==> src/rtl/hilo_pkg.sv <==
// hilo_pkg: shared definitions for the HI/LO issue-and-writeback controller.
//   hilo_op_t    : EX-stage HI/LO-class opcode (3 bits; 5-7 are treated as NONE)
//   hilo_state_t : controller FSM states
//   DIV_LATENCY  : cycles from the divider start pulse to its complete strobe
package hilo_pkg;

  typedef enum logic [2:0] {
    HILO_NONE = 3'd0,
    HILO_DIV  = 3'd1,
    HILO_DIVU = 3'd2,
    HILO_MTHI = 3'd3,
    HILO_MTLO = 3'd4
  } hilo_op_t;

  typedef enum logic {
    IDLE = 1'b0,
    BUSY = 1'b1
  } hilo_state_t;

  localparam int unsigned DIV_LATENCY = 9;

endpackage

==> src/rtl/hilo_div_ctrl.sv <==
// hilo_div_ctrl: issue/writeback controller between EX and the iterative
// divider. Launches DIV/DIVU with a one-cycle start pulse, stalls EX until the
// divider's complete strobe, then writes quotient to LO and remainder to HI.
// MTHI/MTLO write HI/LO directly. HI/LO feed the MFHI/MFLO read path.
// Ports:
//   clk, resetn            : clock, async active-low reset
//   op_valid, op_code      : EX instruction valid and HI/LO opcode
//   op_a, op_b             : rs (dividend / move source), rt (divisor)
//   flush                  : cancel EX instruction and any divide in flight
//   stall                  : hold EX this cycle
//   hi, lo                 : architectural HI/LO registers
//   div_start              : one-cycle divider launch pulse
//   div_signed_o, div_x/y  : divider mode and raw operands (valid with div_start)
//   div_q, div_r           : divider quotient / remainder
//   div_complete           : one-cycle divider completion strobe
module hilo_div_ctrl (
  input  logic        clk,
  input  logic        resetn,
  input  logic        op_valid,
  input  logic [2:0]  op_code,
  input  logic [31:0] op_a,
  input  logic [31:0] op_b,
  input  logic        flush,
  output logic        stall,
  output logic [31:0] hi,
  output logic [31:0] lo,
  output logic        div_start,
  output logic        div_signed_o,
  output logic [31:0] div_x,
  output logic [31:0] div_y,
  input  logic [31:0] div_q,
  input  logic [31:0] div_r,
  input  logic        div_complete
);

  import hilo_pkg::*;

  hilo_state_t state, next_state;
  logic        is_div;

  assign is_div = (op_code == HILO_DIV) || (op_code == HILO_DIVU);

  always_ff @(posedge clk or negedge resetn) begin
    if (!resetn) begin
      state <= IDLE;
      hi    <= '0;
      lo    <= '0;
    end else begin
      state <= next_state;
      if (state == IDLE && op_valid && !flush) begin
        if (op_code == HILO_MTHI) hi <= op_a;
        if (op_code == HILO_MTLO) lo <= op_a;
      end
      // A complete strobe seen in IDLE belongs to an abandoned divide.
      if (state == BUSY && div_complete && !flush) begin
        lo <= div_q;
        hi <= div_r;
      end
    end
  end

  // Outputs are gated by resetn so they stay quiet during reset regardless
  // of what EX presents.
  always_comb begin
    next_state   = state;
    stall        = 1'b0;
    div_start    = 1'b0;
    div_signed_o = 1'b0;
    div_x        = '0;
    div_y        = '0;
    if (resetn) begin
      case (state)
        IDLE: begin
          if (op_valid && !flush && is_div) begin
            div_start    = 1'b1;
            stall        = 1'b1;
            div_signed_o = (op_code == HILO_DIV);
            div_x        = op_a;
            div_y        = op_b;
            next_state   = BUSY;
          end
        end
        BUSY: begin
          if (flush || div_complete) next_state = IDLE;
          else                       stall      = 1'b1;
        end
        default: next_state = IDLE;
      endcase
    end
  end

  a_no_start_in_busy : assert property (@(posedge clk) disable iff (!resetn)
    !(state == BUSY && div_start));

  a_no_idle_stall : assert property (@(posedge clk) disable iff (!resetn)
    !(state == IDLE && stall && !div_start));

  a_complete_timing : assert property (@(posedge clk) disable iff (!resetn)
    (state == BUSY && div_complete && !flush) |-> $past(div_start, DIV_LATENCY));

endmodule

==> config.mk <==
export PLATFORM = sky130hd
export DESIGN_NAME = hilo_div_ctrl
export DESIGN_NICKNAME = d
export VERILOG_FILES = /design/src/rtl/hilo_pkg.sv /design/src/rtl/hilo_div_ctrl.sv
export SDC_FILE = /design/constraint.sdc
export NUM_CORES = 1
export LEC_CHECK = 0
export BUFFER_PORTS_ARGS = -buffer_cell sky130_fd_sc_hd__buf_2
export CAP_MARGIN = 0
export CORE_UTILIZATION = 38
export CTS_CLUSTER_DIAMETER = 80
export DETAILED_ROUTE_END_ITERATION = 10
export PLACE_DENSITY = 0.77
export SETUP_SLACK_MARGIN = 0.1
export SYNTH_ARGS = -nofsm -noshare
export SYNTH_HDL_FRONTEND = slang
export SYNTH_SLANG_ARGS = --single-unit
==> constraint.sdc <==
create_clock -name clk -period 1.7 [get_ports clk]
set_input_delay 0.085 -clock clk [delete_from_list [all_inputs] [get_ports clk]]
set_output_delay 0.085 -clock clk [all_outputs]
set_load 0.01 [all_outputs]
==> summary.txt <==
Timing
  • Fmax: 512 MHz
  • RSZ-0062 raised after global routing: true
  • Slew Limit Fails: 0
  • Worst setup margin: -0.253 ns
  • Worst slew margin: 0.580
  • Worst-Margin Slew: 0.631 ns
  • Final Cycle Share: 1.15
  • Final setup violation count: 109
  • Tmin final: 1.95 ns
  • Final hold slack: -0.00173 ns
  • Final hold violations: 1
  • Clk_skew: 0.0104 ns

Critical path
  • Critical R2R Capture: hi[11]$_DFFE_PN0P_
  • WS Path Type: reg2out
  • Critical Path Sink Type: output pin
  • Crit Path Max Fanout: 23
  • Crit path from: state$_DFFE_PN0P_
  • Depth of the most critical reg-to-reg path: 6
  • RR Startpoint: state$_DFFE_PN0P_
  • Startpoint types: flip-flop
  • Required @ worst endpoint: 1.62 ns
  • R2R setup slack: -0.19 ns
  • Worst EP arrival: 1.87 ns
  • Setup crit end: div_x[9]

Yosys
  • Total number of yosys warnings: 0
  • Mapped Nets: 615
  • Syn Area/Cell: 8.18 µm²
  • Synth Instances: 479
  • Post-synthesis sequential area ratio: 0.415
  • Synth unique cells: 28
  • Synthesized area: 3920 µm²
  • FF+latch count, synth: 65

Final layout
  • Final instance area: 6800 µm²
  • Area delta synth->final: 73.5%
  • Final Non-Filler Cells: 918
  • Ant. Diodes: 0
  • # nets final: 916
  • Layout cell share with drive strength beyond 1: 0.513

Pwr
  • PwrDens: 904 nW/µm²
  • Pleak: 3.49 nW
  • Peak VDD IR: 0.568 mV

Floorplanning
  • Row cnt: 36
  • Placeable Area: 9860 µm²
  • I/O pin count: 267
  • Die Ht: 104 µm
  • Die area: 10700 µm²
  • Die X: 104 µm
  • Initial Util: 0.397

Route
  • Routed WL: 16.3 mm
  • Antenna Violating Nets Remaining: 0
  • Via/cell ratio: 5.32
  • Pre-antenna DRT Iters: 5
  • Drt drc: 0
  • Avg WL per Cell: 17.7 µm
  • DR vias: 4887
  • DRC marker count from the first detailed-route iteration: 234

Status
  • Failing checks: hold timing, setup timing
  • Status: finished, violations left

Min path
  • HP Class: in2reg

Clock tree
  • TritonCTS Buffers: 9
  • H-tree depth reported by CTS: 3
  • Worst skew pair latency: 0.34 ns
  • Clock tree root driver cell: clkbuf_8
  • Clk slew on worst S/H paths: 0.07 ns
  • Maximum clock path buffer count: 2
  • Num Clock Sinks: 65
  • CTS tree: built

Placement
  • GPL Wtd Cong: 0.835
  • # placed instances: 848
  • Placed instance area: 5430 µm²
  • Input/output buffers: 266
  • Hpwl dp: 10.2 mm

Global route
  • First-pass GRT wire length: 24.3 mm
  • Vias in the first global route: 4756
  • GR Overflow Total: 0
  • Initial antenna violation count: 0
  • Gr usage total: 0.287
  • Largest net degree at the start of global routing: 77

Run
  • Max-cap viol count: 0
[worst min-delay path by stage]
stage | from | end | slack, ns | cells past startpoint
4_1_cts | div_r[28] | hi[28]$_DFFE_PN0P_ | 0.0004 | 3
2_1_floorplan | resetn | hi[0]$_DFFE_PN0P_ | -0.21 | 0
3_5_place_dp | resetn | hi[10]$_DFFE_PN0P_ | -0.08 | 1
5_1_grt | div_r[28] | hi[28]$_DFFE_PN0P_ | 0.002 | 3
6_report | div_q[23] | lo[23]$_DFFE_PN0P_ | -0.002 | 3
3_3_place_gp | resetn | hi[8]$_DFFE_PN0P_ | -0.08 | 1
[state kept, by name, summed over array words and instances (netlist names)]
| register | cells |
|---|---|
| hi | 32 |
| state | 1 |
| lo | 32 |
[logic make-up (layout without fill, tap and decap cells)]
| group | Yosys count | after routing | share of synthesized area |
|---|---|---|---|
| AO/OA/AOI/OAI | 193 | 193 | 0.309 |
| XOR/XNOR | 1 | 1 | 0.00223 |
| buffers and inverters | 80 | 386 | 0.0849 |
| flip-flops | 65 | 65 | 0.415 |
| AND/OR/NAND/NOR | 140 | 140 | 0.189 |
[layout make-up]
class	instances	area [µm²]
Fill cell	773	3060
Timing Repair Buffer	338	2380
Multi-Input combinational cell	334	2320
Sequential cell	65	1630
Tap cell	133	166
Clock buffer	13	149
Inverter	32	120
Clock inverter	3	40.0
[cell usage after synthesis (all sizes together)]
cell type,number,area share
a41oi,2,0.0045
nor2,64,0.061
a31oi,1,0.0016
inv,32,0.031
dfrtp,65,0.41
o31a,61,0.14
or3b,2,0.0045
a21o,1,0.0019
nor4b,1,0.0038
and2,64,0.10
or2,1,0.0016
xor2,1,0.0022
or3,1,0.0016
and3,1,0.0016
clkbuf,39,0.037
nand3b,1,0.0019
nand2,1,0.00096
or4b,1,0.0026
a21oi,63,0.081
o21ai,65,0.083
buf,9,0.017
and4b,1,0.0026
and3b,1,0.0022
nor4bb,1,0.0026
[layer usage]
metal  GRT usage  vias up  share of wire
li1            -     2262              -
met1       0.346     2338           0.40
met2       0.504      247           0.51
met3      0.0535       40          0.063
met4       0.116        0          0.028
met5           0        -              0
[stage by stage]
stage                     power (W)  setup TNS [ns]  setup slack [ns]  utilization
final                       0.00615          -20.42            -0.253        0.690
after global routing        0.00647          -27.67            -0.329        0.690
after CTS                   0.00587          -19.85            -0.242        0.657
after detailed placement    0.00424           -2.70            -0.146        0.551
after global placement      0.00414          -0.921           -0.0736        0.551
after floorplan             0.00325               0            0.0708            -
[power breakdown]
part / switching (W) / internal [W] / total [W] / leakage, nW
Combinational: 0.00121 / 0.00120 / 0.00241 / 2.61
Clock: 0.000594 / 0.000716 / 0.00131 / 0.0974
Sequential: 0.000362 / 0.00207 / 0.00243 / 0.789
Total: 0.00217 / 0.00398 / 0.00615 / 3.49
[what timing repair did]
| item | CTS | global route |
|---|---|---|
| endpoints found under the setup margin | 118 | 131 |
| pin swaps | 45 | 22 |
| hold buffers | 23 | 7 |
| setup buffers | 13 | 1 |
| gates resized for setup | 72 | 68 |
| hold endpoints to repair | 41 | 7 |
| gates cloned | 10 | 1 |
[cell usage in the layout, fill, tap and decap left out, drive strengths merged, types with 2 or more instances in the layout]
cell type,instances
or3b,2
o31a,61
nor2,64
dfrtp,65
clkinv,2
a41oi,2
and2,64
dlygate4sd3,30
a21oi,63
o21ai,65
clkbuf,14
buf,307
inv,32
[critical path, stage by stage, from the launching register on]
cell     delay, ns
dfrtp_1       0.40
buf_6         0.13
nor4b_4       0.24
and3_4        0.30
buf_12        0.16
and2_1        0.16
buf_2         0.14
(Power assumes the default switching activity.)
